<file path="src/rtl/spi_block_xfer.sv">
// Byte sequencer for SPI_Master_With_Single_CS: sends a command byte plus 0..16 data bytes
// and gathers MISO bytes into a right-aligned 128-bit response. SPI_XFER_TIMEOUT_EN adds an RX timeout.
module spi_block_xfer #(
  parameter int         MAX_DATA_BYTES = 16,
  parameter logic [7:0] FILL_BYTE      = 8'h00,
  parameter int         TIMEOUT_CYCLES = 4096
) (
  input  logic         clk,
  input  logic         reset,
  input  logic         cmd_valid,
  output logic         cmd_ready,
  input  logic [7:0]   cmd_byte,
  input  logic [4:0]   cmd_nbytes,
  input  logic         cmd_has_pl,
  input  logic [127:0] cmd_payload,
  output logic         rsp_valid,
  input  logic         rsp_ready,
  output logic [127:0] rsp_data,
  output logic         rsp_err,
  output logic [4:0]   spi_tx_count,
  output logic [7:0]   spi_tx_byte,
  output logic         spi_tx_dv,
  input  logic         spi_tx_ready,
  input  logic         spi_rx_dv,
  input  logic [7:0]   spi_rx_byte
);

  typedef enum logic [2:0] {IDLE, LOAD, SEND, WAIT_RX, DONE} state_t;

  state_t         state, state_nx;
  logic [7:0]     cmd_q;
  logic [4:0]     n_q, idx;
  logic           pl_q;
  logic [127:0]   pl_sh;
  logic [4:0]     n_clamp;
  logic           accept, tmo;

  assign n_clamp   = (cmd_nbytes > 5'(MAX_DATA_BYTES)) ? 5'(MAX_DATA_BYTES) : cmd_nbytes;
  assign cmd_ready = (state == IDLE);
  assign rsp_valid = (state == DONE);
  assign accept    = cmd_valid && cmd_ready;

`ifdef SPI_XFER_TIMEOUT_EN
  logic [12:0] tmo_cnt;

  // Counts idle cycles of the current byte; any RX byte restarts the window.
  always_ff @(posedge clk or posedge reset) begin
    if (reset)                             tmo_cnt <= '0;
    else if (state != WAIT_RX || spi_rx_dv) tmo_cnt <= '0;
    else                                   tmo_cnt <= tmo_cnt + 13'd1;
  end

  assign tmo = (state == WAIT_RX) && !spi_rx_dv && (tmo_cnt == 13'(TIMEOUT_CYCLES - 1));
`else
  assign tmo = 1'b0;
`endif

  always_ff @(posedge clk or posedge reset) begin
    if (reset) state <= IDLE;
    else       state <= state_nx;
  end

  always_comb begin
    state_nx = state;
    case (state)
      IDLE:    if (accept) state_nx = LOAD;
      LOAD:    state_nx = SEND;
      SEND:    if (spi_tx_ready) state_nx = WAIT_RX;
      WAIT_RX: begin
        if (spi_rx_dv) state_nx = (idx == n_q) ? DONE : SEND;
        else if (tmo)  state_nx = DONE;
      end
      DONE:    if (rsp_ready) state_nx = IDLE;
      default: state_nx = IDLE;
    endcase
  end

  always_ff @(posedge clk or posedge reset) begin
    if (reset) begin
      cmd_q        <= '0;
      n_q          <= '0;
      idx          <= '0;
      pl_q         <= 1'b0;
      pl_sh        <= '0;
      rsp_data     <= '0;
      rsp_err      <= 1'b0;
      spi_tx_count <= '0;
      spi_tx_byte  <= '0;
      spi_tx_dv    <= 1'b0;
    end else begin
      spi_tx_dv <= 1'b0;
      if (accept) begin
        cmd_q        <= cmd_byte;
        n_q          <= n_clamp;
        pl_q         <= cmd_has_pl;
        pl_sh        <= cmd_payload;
        idx          <= '0;
        rsp_data     <= '0;
        rsp_err      <= 1'b0;
        spi_tx_count <= n_clamp + 5'd1;
      end
      if (state == SEND && spi_tx_ready) begin
        spi_tx_dv <= 1'b1;
        if (idx == 5'd0) begin
          spi_tx_byte <= cmd_q;
        end else begin
          // Payload is consumed MSB-first by shifting one byte out per data slot.
          spi_tx_byte <= pl_q ? pl_sh[127:120] : FILL_BYTE;
          pl_sh       <= {pl_sh[119:0], 8'h00};
        end
      end
      if (state == WAIT_RX && spi_rx_dv) begin
        if (idx != 5'd0) rsp_data <= {rsp_data[119:0], spi_rx_byte};
        if (idx != n_q)  idx <= idx + 5'd1;
      end
      if (tmo) rsp_err <= 1'b1;
    end
  end

endmodule

</file>
<file path="config.mk">
export PLATFORM = sky130hd
export DESIGN_NAME = spi_block_xfer
export DESIGN_NICKNAME = d
export VERILOG_FILES = /design/src/rtl/spi_block_xfer.sv
export SDC_FILE = /design/constraint.sdc
export NUM_CORES = 1
export LEC_CHECK = 0
export BUFFER_PORTS_ARGS = -buffer_cell sky130_fd_sc_hd__buf_4
export CORE_MARGIN = 2
export CORE_UTILIZATION = 50
export CTS_BUF_LIST = sky130_fd_sc_hd__clkbuf_4 sky130_fd_sc_hd__clkbuf_8
export DETAILED_ROUTE_END_ITERATION = 6
export PLACE_DENSITY = 0.74
export SLEW_MARGIN = 20
export SYNTH_ARGS = -nofsm -noshare
export SYNTH_HDL_FRONTEND = slang
export SYNTH_SLANG_ARGS = --single-unit
export TNS_END_PERCENT = 1
</file>
<file path="constraint.sdc">
create_clock -name clk -period 12.1 [get_ports clk]
set_input_delay 1.815 -clock clk [delete_from_list [all_inputs] [get_ports clk]]
set_output_delay 1.815 -clock clk [all_outputs]
set_load 0.05 [all_outputs]
</file>
-- Word level (Yosys, flattened, before mapping)
Index checks and enable logic that the tools add are counted.
- shift-type cells: 0
- multipliers: 0
- order comparisons: 1
- divide/modulo/power cells: 0
- add/sub/neg operators: 2
- eq/ne operators: 10
- muxes and demuxes: 19
- reduce and logical (&&, ||, !) cells: 7
- bitwise gates (word level): 0
- operator list (cell ; count):
    two-way mux 128 bit ; 6
    two-way mux 5 bit ; 4
    two-way mux 8 bit ; 2
    two-way mux 3 bit ; 5
    one-hot mux 3 bit (5 select lines) ; 1
    adder 5 x 1 -> 5 bit, second input constant ; 2
    equality test 3 x 2 -> 1 bit, second input constant ; 2
    equality test 5 bit ; 1
    greater-than comparator 5 bit, second input constant ; 1
    zero test 5 bit ; 1
    inequality test 5 bit ; 1
    nonzero test 5 bit ; 1
    inequality test 2 x 1 -> 1 bit, second input constant ; 2
    inequality test 2 bit, second input constant ; 2
    AND reduction 4 bit ; 1
    equality test 3 x 1 -> 1 bit, second input constant ; 1
    equality test 3 bit, second input constant ; 1
    logical AND 1 bit ; 3
    zero test 3 bit ; 1
    two-way mux 1 bit ; 1
- bits in read-only memories: 0
- logic and storage cells: 49
- latch bits: 0
- register bits: 292
- memories: 0
- input port bits: 156
- output and inout port bits: 145
- bits in writable memories: 0

-- Depth between registers and ports, before layout
Gate-level depths: netlist of the first run.
- depth after elaboration: 5
- depth in mapped cells: 10
- gate-level depth less buffers: 6

-- Worst setup path after synthesis of the first run
No wires, ideal clock.
- path kind: register to output
- start: register state[0]
- end: output port cmd_ready
- required time: 10285 ps
- arrival: 1598 ps
- buffers on the path: 1
- setup slack: 8687 ps
- stages on the path, launching flop included: 3
- cells stage by stage: dfrtp_1 buf_2 nor3_1
- word-level cells in the longest chain between the ends: 1
- RTL lines (item ; line ; source):
    start: declaration ; 30 ; state_t state, state_nx;
    start signal: assignment ; 60 ; else state <= state_nx;
    zero test 3 bit ; 39 ; assign cmd_ready = (state == IDLE);
    end: declaration ; 11 ; output logic cmd_ready,
Every way passes these cells.

-- Final worst setup path of the first run
- start: input port spi_tx_ready
- end: register pl_sh[53]
- word-level cells in the longest chain between the ends: 2
- RTL lines (item ; line ; source):
    start: declaration ; 23 ; input logic spi_tx_ready,
    logical AND 1 bit ; 102 ; if (state == SEND && spi_tx_ready) begin
    two-way mux 128 bit ; 102 ;
    end signal: assignment ; 96 ; pl_sh <= cmd_payload;
    end signal: assignment ; 109 ; pl_sh <= {pl_sh[119:0], 8'h00};
    end: declaration ; 34 ; logic [127:0] pl_sh;
Every way passes these cells.
A chain may end at the register's enable or synchronous reset.

==> results of run 1 <==
## final timing paths
path	start	endpoint	slack (ns)	depth (start not counted)
max	spi_tx_ready	pl_sh[53]	7.64	7
min	cmd_q[2]	cmd_q[2]	0.48	2
max reg2reg	state[0]	pl_sh[53]	8.47	6
min reg2reg	cmd_q[2]	cmd_q[2]	0.48	2
max in group asynchronous	reset	pl_sh[55]	8.78	4
min in group asynchronous	reset	state[0]	1.44	2
## registers in the layout, indices dropped and copies added, names as in the netlist, 3 cells and up
name / flops
idx: 5
pl_sh: 128
state: 3
spi_tx_count: 5
rsp_data: 128
spi_tx_byte: 8
n_q: 5
cmd_q: 8
## cells in the final DEF, fill, tap and decap left out, types with 3 or more instances in the layout
| cell | n |
|---|---|
| nand3_1 | 11 |
| dfrtp_1 | 292 |
| inv_1 | 4 |
| xor2_1 | 6 |
| ha_1 | 3 |
| o21ai_0 | 117 |
| mux2i_1 | 123 |
| nand2_1 | 451 |
| a21oi_1 | 3 |
| a21oi_2 | 8 |
| a31oi_1 | 9 |
| o21ai_1 | 133 |
| clkbuf_4 | 13 |
| buf_4 | 308 |
| clkinv_2 | 8 |
| clkbuf_8 | 65 |
| nor2_1 | 15 |
## worst max-delay path, stage by stage
cell and delay (ns):
buf_4 0.08, nor4bb_2 0.27, buf_4 0.27, and2_4 0.54, buf_4 0.74, buf_4 0.82, o21ai_1 0.18
## layer usage
layer	track usage, %	part of all wire [%]	up-vias
met5	0	0.051	-
met4	7.241	2.2	2
met3	7.313	7.8	57
met2	36.90	47	273
met1	31.40	43	4723
li1	-	-	4854
## power by group
| part | switching (mW) | internal [mW] |
|---|---|---|
| clock network | 0.399 | 0.544 |
| logic | 1.14 | 0.506 |
| registers | 0.270 | 1.34 |
| total | 1.81 | 2.39 |
## cell families after synthesis
family | after synthesis
XOR/XNOR | 7
other | 1
buffers and inverters | 102
AO/OA/AOI/OAI | 278
AND/OR/NAND/NOR | 495
flip-flops | 292
adder cells (fa/ha/maj) | 3
multiplexers | 124
## area by class of cell
type	instances	area share, %
Clock buffer	78	6.216
Inverter	5	0.1646
Sequential cell	292	45.78
Multi-Input combinational cell	908	29.90
Clock inverter	12	0.5957
Timing Repair Buffer	310	14.73
Antenna cell	2	0.03136
Tap cell	330	2.587
## per-stage QoR
stage	hold WS, ns	instance area, um^2	setup slack, ns	total power [mW]	utilization, %
after floorplan	0.4455	12640	2.223	2.827	-
after global placement	0.4586	14840	7.224	3.237	59.27
after detailed placement	0.4647	14840	7.116	3.278	59.27
after CTS	0.4815	15930	7.702	4.235	63.61
after global routing	0.4988	15960	7.352	4.465	63.75
final	0.4792	15960	7.639	4.199	63.75
==> summary.md, run 1 <==
| Metric | Value |
|---|---|
| Largest net degree at the start of global routing | `141` |
| Seq cells post-synth | `292` |
| Initial antenna violation count | `3` |
| Standard-cell row count | `58` |
| WP data arrival | `4.85 ns` |
| Final setup viols | `0` |
| EDFF count, synth | `0` |
| Setup tns final | `0 ns` |
| Storage element area | `7307 um^2` |
| Most frequent cells after synthesis | `nand2_1, dfrtp_1, o21ai_1` |
| Clock skew | `0.02089 ns` |
| Critical path peak fanout | `104` |
| Top-count cell post-synth | `nand2_1` |
| Post-DP HPWL | `21.15 mm` |
| IO Port Bufs | `299` |
| Layout Cells excl Fill | `1937` |
| Clk slew on worst S/H paths | `0.06 ns` |
| Worst setup EP type | `flop` |
| Number of global-route vias before repair | `9689` |
| Crit share post-route | `36.87%` |
| Die X | `163.0 um` |
| Synth Area in XOR/XNOR | `0.4849%` |
| Simple-Gate Fraction of Synth Area | `15.47%` |
| Post-Syn Area | `12640 um^2` |
| Area leader, netlist | `dfrtp_1` |
| Fin. Hold Viols | `0` |
| Final min period | `4.461 ns` |
| H-tree Lvls | `2` |
| Post-synth top area share | `57.79%` |
| Drt total wl | `31.53 mm` |
| Gr usage total | `23.48%` |
| Post-route DRC | `0` |
| Startpoint type of the worst setup path | `input port` |
| Worst slew pin tran | `1.046 ns` |
| WL/cell | `16.28 um` |
| Setup bufs post-CTS | `0` |
| FMAX | `0.2242 GHz` |
| Final nets | `1725` |
| Cts repair resizes | `0` |
| Pins Over Slew Limit | `0` |
| TritonCTS clock tree | `done` |
| Worst VDD drop | `0.0002165 V` |
| Die span in y | `163.0 um` |
| FILL cells | `2110` |
| Unrepaired setup endpoints after global routing | `no` |
| Clk sink count | `292` |
| Synth Net Count | `1461` |
| Hold_buf cts | `0` |
| Clk Latency, worst-skew pair | `0.56 ns` |
| CP Data Required Time | `12.49 ns` |
| HP Class | `flop to flop` |
| Grt total ovfl | `0` |
| Vias per std cell | `5.116` |
| Dpl cells | `1844` |
| Share of layout cells above drive strength 1 | `25.98%` |
| # Max-Cap Violations | `0` |
| RD Place Congestion | `0.7886` |
| 1st-pass router iterations | `5` |
| Post-synthesis compound-gate area fraction | `11.50%` |
| Area share of fa/ha/maj cells after synthesis | `0.2969%` |
| WS Path Type | `input port to flop` |
| Leakage | `7.294 nW` |
| Async set-reset flop share out of synthesis | `100.0%` |
| Global-route wire length before repair | `50.14 mm` |
| Mean area per synthesized cell | `9.712 um^2` |
| Root Buffer | `clkbuf_8` |
| Synth top area cells | `dfrtp_1, nand2_1, mux2i_1, o21ai_1, o21ai_0` |
| Die area | `26580 um^2` |
| Synth warn | `0` |
| Synth Instances | `1302` |
| Top FF cell, synth | `dfrtp_1` |
| Multi-input logic area | `4772 um^2` |
| Starting density of the core | `50.50%` |
| Io pins | `301` |
| Core ar. | `25040 um^2` |
| Pwr dens | `263.1 nW/um^2` |
| CTS max path bufs | `3` |
| Post-synthesis sequential area ratio | `57.79%` |
| Num CTS Buffers | `49` |
| Main combinational cell family by area after synthesis | `simple AND/OR/NAND/NOR gates` |
| Slew HR | `30.24%` |
| Routed Antenna Nets | `0` |
| Layout area overhead | `26.23%` |
| Initial DRC count | `733` |
| Outcome | `completed` |
| Mux contribution to synthesized area | `9.826%` |
| Yosys cell types | `43` |
| Routed vias | `9909` |
Power figures use the tool's default switching activity.
==> inputs of run 2 (changes only) <==
--- a/config.mk
+++ b/config.mk
@@ -10,7 +10,7 @@
 export CORE_UTILIZATION = 50
 export CTS_BUF_LIST = sky130_fd_sc_hd__clkbuf_4 sky130_fd_sc_hd__clkbuf_8
 export DETAILED_ROUTE_END_ITERATION = 6
-export PLACE_DENSITY = 0.74
+export PLACE_DENSITY = 0.77
 export SLEW_MARGIN = 20
 export SYNTH_ARGS = -nofsm -noshare
 export SYNTH_HDL_FRONTEND = slang
==> constraint.sdc (replaced) <==
create_clock -name clk -period 4.1 [get_ports clk]
set_input_delay 0.615 -clock clk [delete_from_list [all_inputs] [get_ports clk]]
set_output_delay 0.615 -clock clk [all_outputs]
set_load 0.05 [all_outputs]
==> run 2 against run 1 <==
  * Critical path depth is 2 lower
  * Non-clock buffer count is 11 higher
  * Register-to-register slack lost 6.8 ns
  * Critical path type is now flop to flop
  * Critical endpoint is now pl_sh[61]
  * Largest power group unchanged
  * Highest routed layer is now met4
==> summary.md, run 2 (synthesis results as in run 1) <==
| Metric | Value |
|---|---|
| Outcome | `completed` |
| WHS | `0.2112 ns (-0.2680 ns)` |
| Routed Antenna Nets | `0 (unchanged)` |
| HP Class | `input port to async pin` |
| TritonCTS clock tree | `done` |
| Largest net degree at the start of global routing | `132 (-6.4%)` |
| Layout area overhead | `27.46%` |
| Worst VDD drop | `0.0005937 V (+170%)` |
| FMAX | `0.4108 GHz` |
| WL/cell | `16.46 um (+1.1%)` |
| FILL cells | `2057 (-2.5%)` |
| Diodes inserted | `0 (-2)` |
| RD Place Congestion | `0.8365 (+6.1%)` |
| Worst slew pin tran | `0.8652 ns (-0.1812 ns)` |
| 1st-pass router iterations | `7 (+2)` |
| Die area | `26580 um^2 (unchanged)` |
| Die X | `163.0 um (unchanged)` |
| CP Cell Sequence | `nor3_1, and2_4, buf_12, mux2i_1, o21ai_1` |
| Num CTS Buffers | `48 (-2.0%)` |
| Final nets | `1735 (+0.58%)` |
| Final Util | `64.37% (+0.62 points)` |
| Critical path peak fanout | `47 (-55%)` |
| WS Path Type | `flop to flop` |
| Clk sink count | `292 (unchanged)` |
| CP Data Required Time | `4.51 ns (-7.98 ns)` |
| Share of layout cells above drive strength 1 | `26.35% (+0.37 points)` |
| Io pins | `301 (unchanged)` |
| Unrepaired setup endpoints after global routing | `no` |
| Pwr dens | `779.7 nW/um^2 (+200%)` |
| Starting density of the core | `50.50% (unchanged)` |
| IO Port Bufs | `299 (unchanged)` |
| Setup bufs post-CTS | `0 (unchanged)` |
| Post-route DRC | `0 (unchanged)` |
| Core ar. | `25040 um^2 (unchanged)` |
| Final instance area | `16120 um^2 (+0.97%)` |
| Fin. Hold Viols | `0 (unchanged)` |
| WP data arrival | `2.85 ns (-2.00 ns)` |
| Vias per std cell | `5.170 (+1.1%)` |
| Most frequent cells in the layout | `nand2_1, buf_4, dfrtp_1, o21ai_1, mux2i_1` |
| Clock skew | `0.02339 ns (+0.002495 ns)` |
| Crit share post-route | `59.37%` |
| Multi-input logic area | `4772 um^2 (unchanged)` |
| Commonest non-fill, non-tap cell in the layout | `nand2_1` |
| # Max-Cap Violations | `0 (unchanged)` |
| Final min period | `2.434 ns` |
| Hold_buf cts | `0 (unchanged)` |
| Setup tns final | `0 ns (unchanged)` |
| Area after DPL | `15020 um^2 (+1.3%)` |
| Initial antenna violation count | `0 (-3)` |
| Number of global-route vias before repair | `10120 (+4.4%)` |
| Startpoint type of the worst setup path | `flop` |
| Slew HR | `42.32% (+12 points)` |
| Total power | `12.57 mW (+200%)` |
| Grt total ovfl | `0 (unchanged)` |
| Cts repair resizes | `0 (unchanged)` |
| Standard-cell row count | `58 (unchanged)` |
| H-tree Lvls | `2 (unchanged)` |
| Routed vias | `10050 (+1.4%)` |
| Final setup viols | `0 (unchanged)` |
| Clk Latency, worst-skew pair | `0.55 ns (about the same)` |
| Worst setup EP type | `flop` |
| Crit path largest cell delay | `0.75 ns (-0.07 ns)` |
| Clk slew on worst S/H paths | `0.06 ns (about the same)` |
| Root Buffer | `clkbuf_8` |
| Leakage | `7.362 nW (+0.93%)` |
| Initial DRC count | `750 (+2.3%)` |
| Pins Over Slew Limit | `0 (unchanged)` |
| Die span in y | `163.0 um (unchanged)` |
| Gr usage total | `23.99% (+0.51 points)` |
| Storage element area | `7307 um^2 (unchanged)` |
| CTS max path bufs | `3 (unchanged)` |
| Post-DP HPWL | `22.09 mm (+4.4%)` |
| Top flop regs | `pl_sh (128), rsp_data (128)` |
| CP max-delay cell | `and2_4` |
| Global-route wire length before repair | `51.24 mm (+2.2%)` |
| Drt total wl | `31.98 mm (+1.4%)` |
==> run 2: changes by cell type in the layout (fill, tap and decap cells not counted), sizes merged <==
cell	previous run	this run
diode	2	0
clkbuf	78	73
inv	7	4
bufinv	1	4
buf	310	321
clkinvlp	1	3
==> run 2: worst max-delay path: cells and delay by family (launching register included) <==
kind / cells / cell delay [ns]
buffers and inverters: 1 / 0.32
DFF: 1 / 0.46
muxes: 1 / 0.27
and+or+nand+nor: 2 / 1.10
AOI/OAI and AO/OA: 1 / 0.08
==> run 2: path summary, 6_finish.rpt <==
kind / from / endpoint / slack (ns) / cells after the start
worst max register to register: state[0] / pl_sh[61] / 1.67 / 5
max in group asynchronous: reset / rsp_data[10] / 2.88 / 3
worst max-delay path: state[0] / pl_sh[61] / 1.67 / 5
min in group clk: cmd_byte[6] / cmd_q[6] / 0.26 / 3
worst min-delay path: reset / rsp_data[85] / 0.21 / 2
worst min register to register: spi_tx_count[1] / spi_tx_count[1] / 0.48 / 2
==> run 2: layout make-up <==
cell class | count | area share (%)
Timing Repair Buffer | 321 | 15.57
Tap cell | 330 | 2.562
Inverter | 5 | 0.1397
Multi-Input combinational cell | 908 | 29.61
Clock inverter | 14 | 1.087
Sequential cell | 292 | 45.34
Clock buffer | 73 | 5.691
==> run 2: through the flow <==
stage / instances / setup WS, ns
2_1_floorplan: 1302 / -0.3902
3_3_place_gp: 1856 / 1.534
3_5_place_dp: 1856 / 1.494
4_1_cts: 1943 / 1.633
5_1_grt: 1943 / 1.471
6_report: 1943 / 1.666
==> run 2: metal layers <==
layer	up-vias	GRT usage [%]	share of wire, %
met5	-	0	0
met4	0	7.482	2.4
met3	54	7.593	8.4
met2	320	39.35	48
met1	4808	30.57	41
li1	4863	-	-
==> run 2: where the power goes <==
| part | internal, mW | total, mW | switching [mW] |
|---|---|---|---|
| Sequential | 3.96 | 4.78 | 0.817 |
| Clock | 1.68 | 2.84 | 1.16 |
| Combinational | 1.57 | 4.95 | 3.38 |
| Total | 7.22 | 12.6 | 5.35 |
==> inputs of run 3 (changes only) <==
--- a/config.mk
+++ b/config.mk
@@ -10,7 +10,7 @@
 export CORE_UTILIZATION = 50
 export CTS_BUF_LIST = sky130_fd_sc_hd__clkbuf_4 sky130_fd_sc_hd__clkbuf_8
 export DETAILED_ROUTE_END_ITERATION = 6
-export PLACE_DENSITY = 0.77
+export PLACE_DENSITY = 0.74
 export SLEW_MARGIN = 20
 export SYNTH_ARGS = -nofsm -noshare
 export SYNTH_HDL_FRONTEND = slang
==> constraint.sdc (replaced) <==
create_clock -name clk -period 2.3 [get_ports clk]
set_input_delay 0.345 -clock clk [delete_from_list [all_inputs] [get_ports clk]]
set_output_delay 0.345 -clock clk [all_outputs]
set_load 0.05 [all_outputs]
==> run 3 against run 2 <==
  * First-iteration DRC count shrank 5.6%
  * Maximum frequency grew 17%
  * Setup slack lost 1.5 ns
  * Register-to-register slack lost 1.5 ns
  * Clock power grew 71%
  * Count of clock-buffer cells in the layout grew 11
  * Sequential power grew 77%
  * Critical path depth grew 2
==> summary.md, run 3 (synthesis results as in run 1) <==
| Metric | Value |
|---|---|
| Largest net degree at the start of global routing | `129 (-2.3%)` |
| Routed vias | `10140 (+0.93%)` |
| # Max-Cap Violations | `0 (unchanged)` |
| RD Place Congestion | `0.8204 (-1.9%)` |
| Initial antenna violation count | `2 (+2)` |
| Clk sink count | `292 (unchanged)` |
| Setup bufs post-CTS | `0 (unchanged)` |
| Die area | `26580 um^2 (unchanged)` |
| Worst flop-to-flop path endpoint | `pl_sh[14]` |
| Grt total ovfl | `0 (unchanged)` |
| Global-route wire length before repair | `51.94 mm (+1.4%)` |
| Post-DP HPWL | `22.44 mm (+1.6%)` |
| Number of global-route vias before repair | `10240 (+1.2%)` |
| Pwr dens | `1359 nW/um^2 (+74%)` |
| Num CTS Buffers | `49 (+2.1%)` |
| Root Buffer | `clkbuf_8` |
| R2r setup slk | `0.21 ns (-1.45 ns)` |
| H-tree Lvls | `2 (unchanged)` |
| WS Path Type | `flop to flop` |
| Worst slew pin tran | `0.5735 ns (-0.2917 ns)` |
| Hold EP | `pl_sh[4]` |
| CP Data Required Time | `2.72 ns (-1.79 ns)` |
| TritonCTS clock tree | `done` |
| Leakage | `7.536 nW (+2.4%)` |
| Final WS setup | `0.2119 ns (-1.454 ns)` |
| WL/cell | `16.31 um (-0.90%)` |
| Crit share post-route | `90.79% (+31 points)` |
| Worst VDD drop | `0.001029 V (+73%)` |
| Die X | `163.0 um (unchanged)` |
| Commonest non-fill, non-tap cell in the layout | `nand2_1` |
| Share of layout cells above drive strength 1 | `26.65% (+0.31 points)` |
| Fin. Hold Viols | `0 (unchanged)` |
| HP Class | `input port to flop` |
| FILL cells | `2040 (-0.83%)` |
| Worst hold start | `cmd_payload[4]` |
| 1st-pass router iterations | `5 (-2)` |
| Final min period | `2.088 ns (-0.3459 ns)` |
| Io pins | `301 (unchanged)` |
| Drt total wl | `32.27 mm (+0.89%)` |
| Pre-CTS setup slack | `0.2132 ns (-1.281 ns)` |
| Initial DRC count | `708 (-5.6%)` |
| Post-route DRC | `0 (unchanged)` |
| Dpl cells | `1868 (+0.65%)` |
| Starting density of the core | `50.50% (unchanged)` |
| Area after DPL | `15230 um^2 (+1.3%)` |
| Final instance area | `16500 um^2 (+2.4%)` |
| Critical path peak fanout | `62 (+32%)` |
| Clk slew on worst S/H paths | `0.06 ns (about the same)` |
| Top flop regs | `pl_sh (128), rsp_data (128)` |
| Layout area overhead | `30.50%` |
| Die span in y | `163.0 um (unchanged)` |
| IO Port Bufs | `299 (unchanged)` |
| Clock skew | `0.01746 ns (-0.005927 ns)` |
| Cts repair resizes | `0 (unchanged)` |
| Unrepaired setup endpoints after global routing | `no` |
| Core ar. | `25040 um^2 (unchanged)` |
| Worst setup EP type | `flop` |
| Gr usage total | `24.32% (+0.33 points)` |
| Vias per std cell | `5.125 (-0.86%)` |
| FMAX | `0.4789 GHz (+17%)` |
| Outcome | `completed` |
| Hold Path Depth | `3` |
| Pins Over Slew Limit | `0 (unchanged)` |
| CTS max path bufs | `3 (unchanged)` |
| Crit. Startpoint | `idx[0]` |
| Final nets | `1768 (+1.9%)` |
| Cell count of the worst reg-to-reg path | `7 (+2)` |
| WP data arrival | `2.51 ns (-0.34 ns)` |
| Final setup viols | `0 (unchanged)` |
| Worst r2r src | `idx[0]` |
| Standard-cell row count | `58 (unchanged)` |
| Most frequent cells in the layout | `nand2_1, buf_4, dfrtp_1, o21ai_1, mux2i_1` |
| Slew HR | `61.77% (+19 points)` |
| Routed Antenna Nets | `0 (unchanged)` |
| Layout Cells excl Fill | `1978 (+1.8%)` |
| Clk Latency, worst-skew pair | `0.55 ns (about the same)` |
| Startpoint type of the worst setup path | `flop` |
[run 3: area by class of cell]
class / instances / area [um^2] / share of cell area [%]
tap: 330 / 412.9 / 2.502
inverter: 5 / 22.52 / 0.1365
timing repair buffer: 353 / 2913 / 17.65
clock inverter: 5 / 27.53 / 0.1668
clock buffer: 84 / 1044 / 6.324
multi-input combinational: 908 / 4772 / 28.92
sequential: 292 / 7307 / 44.28
antenna: 1 / 2.502 / 0.01517
[run 3: layer usage]
metal	vias to the layer above	part of all wire [%]	global-route usage (%)
met2	312	47	38.83
met5	-	0.037	0
li1	4956	-	-
met4	2	3.0	8.528
met3	66	7.6	6.856
met1	4802	43	32.08
[run 3: stage by stage]
step	util, %	power [mW]	TNS [ns]	hold slack [ns]
6_report	65.91	22.43	0	0.04269
5_1_grt	65.91	23.84	0	0.02540
4_1_cts	65.90	22.63	0	0.0005450
3_5_place_dp	60.82	17.64	0	0.3720
3_3_place_gp	60.82	17.43	0	0.3738
2_1_floorplan	-	14.87	-620.15	0.4341
[run 3: worst max-delay path by stage]
stage | end | cells after the start | slack [ns]
6_report | pl_sh[14] | 7 | 0.21
5_1_grt | pl_sh[43] | 7 | 0.05
4_1_cts | pl_sh[9] | 7 | 0.21
3_5_place_dp | pl_sh[9] | 7 | 0.21
3_3_place_gp | pl_sh[118] | 7 | 0.26
2_1_floorplan | cmd_q[0] | 1 | -1.92
[run 3: timing repair]
item	in CTS	in global routing
hold buffers	20	0
endpoints found under the hold margin	28	0
endpoints found under the setup margin	0	0
[run 3: power breakdown]
| group | leakage, nW | internal [mW] | switching (mW) |
|---|---|---|---|
| combinational | 3.06 | 2.99 | 6.11 |
| sequential | 3.91 | 7.07 | 1.40 |
| clock | 0.573 | 2.84 | 2.03 |
[run 3: worst max-delay path, stage by stage (launching register included)]
cell and delay [ns]:
dfrtp_1 0.43, inv_1 0.08, ha_1 0.15, or4b_4 0.53
and2_4 0.32, buf_12 0.25, nand2_1 0.09, o21ai_0 0.08
